==> src/rtl/rf_arb_pkg.sv <==
// Shared types for the register-file write-port arbiter: entry layout,
// starvation FSM states and architectural widths.
package rf_arb_pkg;

    localparam int REG_AW = 5;
    localparam int XLEN   = 32;
    localparam int NREGS  = 1 << REG_AW;

    typedef struct packed {
        logic              live;
        logic [REG_AW-1:0] rd;
        logic [XLEN-1:0]   wd;
    } arb_entry_t;

    typedef enum logic [1:0] {
        IDLE,
        WAIT,
        STARVED
    } arb_state_t;

endpackage

==> src/rtl/rf_wb_arbiter_if.sv <==
// Bus bundle between the pipeline/MDU side and the write-port arbiter.
// The arbiter uses the slave modport; whoever drives WB and MDU uses master.
interface rf_wb_arbiter_if;
    import rf_arb_pkg::*;

    logic              wb_we;
    logic [REG_AW-1:0] wb_rd;
    logic [XLEN-1:0]   wb_wd;
    logic              mdu_valid;
    logic [REG_AW-1:0] mdu_rd;
    logic [XLEN-1:0]   mdu_wd;
    logic              mdu_ready;
    logic              rf_we;
    logic [REG_AW-1:0] rf_a3;
    logic [XLEN-1:0]   rf_wd;
    logic [NREGS-1:0]  pend_mask;
    logic              stall_req;

    modport master (
        output wb_we, wb_rd, wb_wd, mdu_valid, mdu_rd, mdu_wd,
        input  mdu_ready, rf_we, rf_a3, rf_wd, pend_mask, stall_req
    );

    modport slave (
        input  wb_we, wb_rd, wb_wd, mdu_valid, mdu_rd, mdu_wd,
        output mdu_ready, rf_we, rf_a3, rf_wd, pend_mask, stall_req
    );

endinterface

==> src/rtl/rf_arb_fifo.sv <==
// MDU result FIFO: per-entry live flag that a matching WB write can kill,
// plus the pending-destination mask derived from the live entries.
module rf_arb_fifo
    import rf_arb_pkg::*;
#(
    parameter int DEPTH = 2
) (
    input  logic              clk,
    input  logic              rst,
    input  logic              push,
    input  arb_entry_t        push_entry,
    input  logic              pop,
    input  logic              kill_en,
    input  logic [REG_AW-1:0] kill_rd,
    output arb_entry_t        head,
    output logic              empty,
    output logic              empty_nxt,
    output logic              full_nxt,
    output logic [NREGS-1:0]  pend_mask
`ifdef RF_WB_ARBITER_STATS_EN
    ,
    output logic [$clog2(DEPTH+1)-1:0] kill_cnt
`endif
);

    localparam int AW = $clog2(DEPTH);

    logic [AW:0]       wr_ptr_q, wr_ptr_d, rd_ptr_q, rd_ptr_d;
    logic [DEPTH-1:0]  live_q, live_d;
    logic [REG_AW-1:0] rd_q [DEPTH];
    logic [REG_AW-1:0] rd_d [DEPTH];
    logic [XLEN-1:0]   wd_q [DEPTH];
    logic [XLEN-1:0]   wd_d [DEPTH];
    logic [AW-1:0]     wr_idx, rd_idx;

    assign wr_idx = wr_ptr_q[AW-1:0];
    assign rd_idx = rd_ptr_q[AW-1:0];

    // NOTE: every always_comb output gets a default first so no path leaves it unassigned (no latch).
    always_comb begin
        live_d = live_q;
        rd_d   = rd_q;
        wd_d   = wd_q;
`ifdef RF_WB_ARBITER_STATS_EN
        kill_cnt = '0;
`endif
        // Younger WB write to the same register supersedes queued results.
        for (int i = 0; i < DEPTH; i++) begin
            if (kill_en && live_q[i] && rd_q[i] == kill_rd) begin
                live_d[i] = 1'b0;
`ifdef RF_WB_ARBITER_STATS_EN
                kill_cnt = kill_cnt + ($clog2(DEPTH+1))'(1);
`endif
            end
        end
        if (pop) live_d[rd_idx] = 1'b0;
        if (push) begin
            live_d[wr_idx] = push_entry.live;
            rd_d[wr_idx]   = push_entry.rd;
            wd_d[wr_idx]   = push_entry.wd;
        end
        wr_ptr_d = wr_ptr_q + (AW+1)'(push);
        rd_ptr_d = rd_ptr_q + (AW+1)'(pop);
    end

    assign empty     = (wr_ptr_q == rd_ptr_q);
    assign empty_nxt = (wr_ptr_d == rd_ptr_d);
    assign full_nxt  = (wr_ptr_d[AW] != rd_ptr_d[AW]) &&
                       (wr_ptr_d[AW-1:0] == rd_ptr_d[AW-1:0]);

    always_comb begin
        head.live = live_q[rd_idx];
        head.rd   = rd_q[rd_idx];
        head.wd   = wd_q[rd_idx];
    end

    // Popped slots drop their live flag, so all live flags lie inside the occupied range.
    always_comb begin
        pend_mask = '0;
        for (int i = 0; i < DEPTH; i++) begin
            if (live_q[i]) pend_mask[rd_q[i]] = 1'b1;
        end
        pend_mask[0] = 1'b0;
    end

    // NOTE: sequential state is written with non-blocking assignments only.
    always_ff @(posedge clk) begin
        if (rst) begin
            wr_ptr_q <= '0;
            rd_ptr_q <= '0;
            live_q   <= '0;
        end else begin
            wr_ptr_q <= wr_ptr_d;
            rd_ptr_q <= rd_ptr_d;
            live_q   <= live_d;
        end
    end

    // NOTE: payload storage is not reset; the live flags and pointers alone define validity.
    always_ff @(posedge clk) begin
        rd_q <= rd_d;
        wd_q <= wd_d;
    end

endmodule

==> src/rtl/rf_wb_arbiter.sv <==
// Register-file write-port arbiter: WB priority mux, MDU drain, starvation FSM.
// Define RF_WB_ARBITER_STATS_EN to add saturating write/kill/starve counters.
module rf_wb_arbiter
    import rf_arb_pkg::*;
#(
    parameter int DEPTH      = 2,
    parameter int STARVE_MAX = 8
) (
    input  logic              clk,
    input  logic              rst,
    rf_wb_arbiter_if.slave    bus
`ifdef RF_WB_ARBITER_STATS_EN
    ,
    output logic [XLEN-1:0]   stat_mdu_writes,
    output logic [XLEN-1:0]   stat_kills,
    output logic [XLEN-1:0]   stat_starves
`endif
);

    localparam int CW = $clog2(STARVE_MAX) + 1;

    logic       wb_active, push, pop, mdu_ready;
    logic       fifo_empty, fifo_empty_nxt, fifo_full_nxt;
    logic       ready_q, ready_d, stall_q, stall_d;
    arb_entry_t push_entry, head;
    arb_state_t state_q, state_d;
    logic [CW-1:0] cnt_q, cnt_d;
`ifdef RF_WB_ARBITER_STATS_EN
    logic [$clog2(DEPTH+1)-1:0] kill_cnt;
`endif

    assign wb_active = bus.wb_we && (bus.wb_rd != '0);
    assign mdu_ready = ready_q && !rst;
    assign push      = bus.mdu_valid && mdu_ready;
    assign pop       = !rst && !wb_active && !fifo_empty;

    always_comb begin
        push_entry.rd   = bus.mdu_rd;
        push_entry.wd   = bus.mdu_wd;
        push_entry.live = (bus.mdu_rd != '0) && !(wb_active && bus.mdu_rd == bus.wb_rd);
    end

    rf_arb_fifo #(.DEPTH(DEPTH)) u_fifo (
        .clk        (clk),
        .rst        (rst),
        .push       (push),
        .push_entry (push_entry),
        .pop        (pop),
        .kill_en    (wb_active && !rst),
        .kill_rd    (bus.wb_rd),
        .head       (head),
        .empty      (fifo_empty),
        .empty_nxt  (fifo_empty_nxt),
        .full_nxt   (fifo_full_nxt),
        .pend_mask  (bus.pend_mask)
`ifdef RF_WB_ARBITER_STATS_EN
        ,
        .kill_cnt   (kill_cnt)
`endif
    );

    always_comb begin
        bus.rf_we = 1'b0;
        bus.rf_a3 = '0;
        bus.rf_wd = '0;
        if (!rst) begin
            if (wb_active) begin
                bus.rf_we = 1'b1;
                bus.rf_a3 = bus.wb_rd;
                bus.rf_wd = bus.wb_wd;
            end else if (!fifo_empty && head.live) begin
                bus.rf_we = 1'b1;
                bus.rf_a3 = head.rd;
                bus.rf_wd = head.wd;
            end
        end
    end

    always_comb begin
        state_d = state_q;
        cnt_d   = cnt_q;
        ready_d = !fifo_full_nxt;
        if (fifo_empty_nxt) begin
            state_d = IDLE;
            cnt_d   = '0;
        end else begin
            case (state_q)
                IDLE: begin
                    state_d = WAIT;
                    cnt_d   = '0;
                end
                WAIT: begin
                    // With a non-empty FIFO, "no pop" means WB held the port this cycle.
                    if (pop)                             cnt_d   = '0;
                    else if (cnt_q == CW'(STARVE_MAX-1)) state_d = STARVED;
                    else                                 cnt_d   = cnt_q + CW'(1);
                end
                STARVED: begin
                    if (pop) begin
                        state_d = WAIT;
                        cnt_d   = '0;
                    end
                end
                default: state_d = IDLE;
            endcase
        end
        stall_d = (state_d == STARVED);
    end

    always_ff @(posedge clk) begin
        if (rst) begin
            state_q <= IDLE;
            cnt_q   <= '0;
            stall_q <= 1'b0;
            ready_q <= 1'b1;
        end else begin
            state_q <= state_d;
            cnt_q   <= cnt_d;
            stall_q <= stall_d;
            ready_q <= ready_d;
        end
    end

    assign bus.mdu_ready = mdu_ready;
    assign bus.stall_req = stall_q;

`ifdef RF_WB_ARBITER_STATS_EN
    logic [XLEN-1:0] writes_q, writes_d, kills_q, kills_d, starves_q, starves_d;
    logic [XLEN:0]   kill_sum;

    always_comb begin
        writes_d  = writes_q;
        starves_d = starves_q;
        if (pop && head.live && writes_q != '1) writes_d = writes_q + XLEN'(1);
        if (state_q == WAIT && state_d == STARVED && starves_q != '1)
            starves_d = starves_q + XLEN'(1);
        kill_sum = {1'b0, kills_q} + (XLEN+1)'(kill_cnt);
        kills_d  = kill_sum[XLEN] ? '1 : kill_sum[XLEN-1:0];
    end

    always_ff @(posedge clk) begin
        if (rst) begin
            writes_q  <= '0;
            kills_q   <= '0;
            starves_q <= '0;
        end else begin
            writes_q  <= writes_d;
            kills_q   <= kills_d;
            starves_q <= starves_d;
        end
    end

    assign stat_mdu_writes = writes_q;
    assign stat_kills      = kills_q;
    assign stat_starves    = starves_q;
`endif

endmodule

==> src/flat_wrapper.sv <==
// flat-port wrapper written by rule: the top's interface ports become plain ports
module rf_wb_arbiter_flat import rf_arb_pkg::*;
#(
    parameter int DEPTH      = 2,
    parameter int STARVE_MAX = 8
)
  (clk, rst, bus_wb_we, bus_wb_rd, bus_wb_wd, bus_mdu_valid, bus_mdu_rd, bus_mdu_wd, bus_mdu_ready, bus_rf_we, bus_rf_a3, bus_rf_wd, bus_pend_mask, bus_stall_req);
  rf_wb_arbiter_if bus_i ();
  input  logic clk;
  input  logic rst;
  input wire logic [$bits(bus_i.wb_we)-1:0] bus_wb_we;
  input wire logic [$bits(bus_i.wb_rd)-1:0] bus_wb_rd;
  input wire logic [$bits(bus_i.wb_wd)-1:0] bus_wb_wd;
  input wire logic [$bits(bus_i.mdu_valid)-1:0] bus_mdu_valid;
  input wire logic [$bits(bus_i.mdu_rd)-1:0] bus_mdu_rd;
  input wire logic [$bits(bus_i.mdu_wd)-1:0] bus_mdu_wd;
  output wire logic [$bits(bus_i.mdu_ready)-1:0] bus_mdu_ready;
  output wire logic [$bits(bus_i.rf_we)-1:0] bus_rf_we;
  output wire logic [$bits(bus_i.rf_a3)-1:0] bus_rf_a3;
  output wire logic [$bits(bus_i.rf_wd)-1:0] bus_rf_wd;
  output wire logic [$bits(bus_i.pend_mask)-1:0] bus_pend_mask;
  output wire logic [$bits(bus_i.stall_req)-1:0] bus_stall_req;
  assign bus_i.wb_we = bus_wb_we;
  assign bus_i.wb_rd = bus_wb_rd;
  assign bus_i.wb_wd = bus_wb_wd;
  assign bus_i.mdu_valid = bus_mdu_valid;
  assign bus_i.mdu_rd = bus_mdu_rd;
  assign bus_i.mdu_wd = bus_mdu_wd;
  assign bus_mdu_ready = bus_i.mdu_ready;
  assign bus_rf_we = bus_i.rf_we;
  assign bus_rf_a3 = bus_i.rf_a3;
  assign bus_rf_wd = bus_i.rf_wd;
  assign bus_pend_mask = bus_i.pend_mask;
  assign bus_stall_req = bus_i.stall_req;
  rf_wb_arbiter #(.DEPTH(DEPTH), .STARVE_MAX(STARVE_MAX)) u_core (.clk(clk), .rst(rst), .bus(bus_i));
endmodule
==> config.mk <==
export PLATFORM = sky130hd
export DESIGN_NAME = rf_wb_arbiter_flat
export DESIGN_NICKNAME = d
export VERILOG_FILES = /design/src/rtl/rf_arb_pkg.sv /design/src/rtl/rf_wb_arbiter_if.sv /design/src/rtl/rf_arb_fifo.sv /design/src/rtl/rf_wb_arbiter.sv /design/src/flat_wrapper.sv
export SDC_FILE = /design/constraint.sdc
export NUM_CORES = 1
export LEC_CHECK = 0
export BUFFER_PORTS_ARGS = -buffer_cell sky130_fd_sc_hd__buf_2
export CORE_UTILIZATION = 35
export CTS_BUF_LIST = sky130_fd_sc_hd__clkbuf_16
export CTS_CLUSTER_DIAMETER = 100
export CTS_CLUSTER_SIZE = 40
export DETAILED_ROUTE_END_ITERATION = 12
export GPL_TIMING_DRIVEN = 0
export SLEW_MARGIN = 15
export SYNTH_ARGS = -nofsm -noshare
export SYNTH_HDL_FRONTEND = slang
export SYNTH_SLANG_ARGS = --single-unit
==> constraint.sdc <==
create_clock -name clk -period 6 [get_ports clk]
set_input_delay 0.9 -clock clk [delete_from_list [all_inputs] [get_ports clk]]
set_output_delay 0.9 -clock clk [all_outputs]
set_load 0.02 [all_outputs]
==> results_dict.tcl <==
set metrics [dict create \
    outcome "finished, final reports clean" \
    grt_max_degree 26 \
    fp.dieW_um 114.6 \
    design_area_um2 5723 \
    yosysSeqAreaShare 0.5642 \
    cts-hold-fix-buffers 0 \
    endpoint_kind "output pin" \
    grt_use_met2 0.2885 \
    finish.net_count 634 \
    grt-ovfl-total 0 \
    cts.sinks 88 \
    clk_path_buf_depth 2 \
    cts_root_buffer "clkbuf_16" \
    dpl-instance-area_um2 5426 \
    wl_per_cell_um 15.29 \
    cp.required_ns 5.10 \
    leakage_nw 2.167 \
    drtPass1Iterations 5 \
    rows 40 \
    drv_slew 0 \
    globalRoute.busiestLayer "met2" \
    syn-num-nets 474 \
    worstMarginPinSlew_ns 0.7931 \
    coreArea_um2 12160 \
    insertion_delay_ns 0.33 \
    cts_buffers 9 \
    use_met1 0.2218 \
    period_needed_ns 4.011 \
    cpPeakStageDelay_ns 0.56 \
    drv_cap 0 \
    wl_um 11100 \
    yosys.cell_types.count 44 \
    hold_class "register to register" \
    antenna_found_initial 0 \
    r2r_slack_ns 3.38 \
    p_per_area_nw_per_um2 254.9 \
    met3_usage 0.03706 \
    ys_ff_latch 88 \
    vias 3676 \
    start_kind "primary input" \
    slowest_stage "or4_4" \
    initial_utilization 0.3647 \
    dieArea_um2 13130 \
    p_total_mw 1.459 \
    die_h_um 114.6 \
    critPathKind "primary input to output pin" \
    crit_chain "buf_2, or4_4, o21ai_4, nand3_1, clkbuf_1, o21ai_0, buf_2" \
    cts_setup_buffers 0 \
    syn_inst 393 \
    grt_use_total 0.1720 \
    synth_area_um2 4436 \
    io-pin-count 150 \
    cp_top_family "simple AND/OR/NAND/NOR gates" \
    nFillCells 1141 \
    vias_per_cell 5.063 \
    rsz0062_at_grt "no" \
    dr.first_iter.drc_count 158 \
    syn2layout_area_growth_pct 29.03 \
    antenna_cells 0 \
    max_slew_margin 0.4713 \
    setup-violations-final 0 \
    cts_tree "done" \
    portBuffers 147 \
    crit_buf_inv 3 \
    arrival_ns 3.11 \
    path_max_fanout 10 \
    dp.final_hpwl_um 8207 \
    gp_congestion 0.8418 \
    ctsResizeCount 0 \
    synth.avg_cell_area_um2 11.29 \
    cts_max_level 3 \
    hold_viol 0 \
    cp_common_cell "buf_2" \
    final_util 0.4706 \
    finalSetupTns_ns 0 \
    grt_pass1_wl_um 17350 \
    peakVddDrop_v 0.0001614 \
    drive_gt1_frac 0.3190 \
    fmax_mhz 249.3 \
    grt_pass1_vias 3430 \
    clkTransAtPathRegs_ns 0.06 \
    postRouteAntennaNets 0 \
    fin_crit_sh 0.6684 \
    ys_warn_count 0 \
    drc 0 \
    clock_skew_ns 0.005884 \
]
power breakdown:
| group | switching [mW] | internal, mW |
|---|---|---|
| Sequential | 0.0122 | 0.689 |
| Combinational | 0.122 | 0.0788 |
| Clock | 0.233 | 0.323 |
| Total | 0.367 | 1.09 |
layout by cell type (no fill, tap or decap), types with 2 or more instances in the layout:
master,count
buf_2,147
edfxtp_1,74
nand2_1,46
o21ai_0,39
mux2i_1,37
o22ai_1,33
clkbuf_1,24
nor2_1,14
dfxtp_1,14
nand3_1,13
xor2_1,12
nand3b_1,10
xnor2_1,10
clkbuf_16,9
nor3_1,7
or3b_2,5
a21o_1,5
inv_1,4
o211ai_1,4
nand4_1,4
or3_1,3
nor2b_1,3
a21oi_1,3
buf_1,2
a21boi_0,2
o21a_1,2
a311oi_1,2
o2111ai_1,2
ha_2,2
clkinvlp_4,2
inv_6,2
buf_12,2
registers in the layout, indices dropped and copies added, names as in the netlist:
name / flops
u_core.bus.stall_req: 1
u_core.u_fifo.wd_q: 64
u_core.ready_q: 1
u_core.cnt_q: 4
u_core.u_fifo.rd_ptr_q: 2
u_core.u_fifo.wr_ptr_q: 2
u_core.u_fifo.live_q: 2
u_core.u_fifo.rd_q: 10
u_core.state_q: 2
synthesized netlist by cell type, drive strengths merged:
| cell | n | area share |
|---|---|---|
| o22ai | 33 | 0.047 |
| xor3 | 1 | 0.0054 |
| inv | 3 | 0.0025 |
| nor4 | 1 | 0.0014 |
| nor2 | 14 | 0.012 |
| dfxtp | 14 | 0.063 |
| a21boi | 2 | 0.0034 |
| nand2 | 46 | 0.039 |
| xnor2 | 10 | 0.020 |
| or3 | 3 | 0.0042 |
| nand4 | 4 | 0.0056 |
| xor2 | 12 | 0.024 |
| conb | 1 | 0.00085 |
| o311a | 1 | 0.0023 |
| o2111ai | 2 | 0.0039 |
| a31oi | 1 | 0.0014 |
| nand3b | 10 | 0.017 |
| a311o | 1 | 0.0023 |
| a21o | 5 | 0.0085 |
| buf | 3 | 0.0034 |
| and2 | 1 | 0.0014 |
| edfxtp | 74 | 0.50 |
| a211oi | 1 | 0.0017 |
| a311oi | 2 | 0.0039 |
| clkbuf | 24 | 0.020 |
| nor3 | 7 | 0.0079 |
| a2111oi | 2 | 0.0056 |
| o211ai | 4 | 0.0068 |
| o21ai | 40 | 0.048 |
| mux2 | 1 | 0.0025 |
| or3b | 5 | 0.0099 |
| o21a | 2 | 0.0034 |
| ha | 3 | 0.0085 |
| nor2b | 3 | 0.0042 |
| mux2i | 37 | 0.083 |
| nand3 | 13 | 0.015 |
| or2 | 1 | 0.0014 |
| or4 | 2 | 0.0042 |
| a21oi | 4 | 0.0054 |
final cells by class:
type / instances / area, um^2 / area share
plain buffers: 27 / 105.1 / 0.01836
multi-input cells: 275 / 1822 / 0.3183
repair buffers: 149 / 775.7 / 0.1355
clock buffers: 9 / 225.2 / 0.03935
clock inverters: 7 / 71.32 / 0.01246
flip-flops and latches: 88 / 2502 / 0.4373
inverters: 3 / 11.26 / 0.001968
well taps: 168 / 210.2 / 0.03673
metal layers:
| layer | vias up | part of all wire |
|---|---|---|
| met5 | - | 0 |
| met4 | 0 | 0.011 |
| met3 | 10 | 0.058 |
| met2 | 126 | 0.48 |
| met1 | 1735 | 0.45 |
| li1 | 1805 | - |
path summary, 6_finish.rpt:
path                                     start                           end  depth (start not counted)
hold reg to reg   u_core.cnt_q[1]$_SDFFE_PP0P_  u_core.cnt_q[1]$_SDFFE_PP0P_                          2
hold / removal    u_core.cnt_q[1]$_SDFFE_PP0P_  u_core.cnt_q[1]$_SDFFE_PP0P_                          2
setup reg to reg     u_core.ready_q$_SDFF_PP1_  u_core.cnt_q[3]$_SDFFE_PP0P_                          8
setup / recovery                  bus_wb_rd[1]                 bus_rf_wd[18]                          7
cells by family after synthesis:
logic type | synth area share
simple gates | 0.1227
compound gates | 0.1427
flops | 0.5642
mux | 0.08604
buf+inv | 0.02624
xor+xnor | 0.04880
fa+ha+maj | 0.008464
other cells | 0.0008455
worst min-delay path, cell delays in order (launching register included):
cell and delay [ns]:
dfxtp_1 0.34, nand3_1 0.08, a311oi_1 0.08
stage by stage:
step | hold WS, ns | setup slack, ns | instances
4_1_cts | 0.5509 | 1.941 | 726
6_report | 0.5529 | 1.989 | 726
2_1_floorplan | 0.5027 | 2.445 | 393
3_3_place_gp | 0.5284 | 1.349 | 708
5_1_grt | 0.5867 | 1.773 | 726
3_5_place_dp | 0.5422 | 1.949 | 710
No activity file was read; power rests on OpenSTA's default activity.
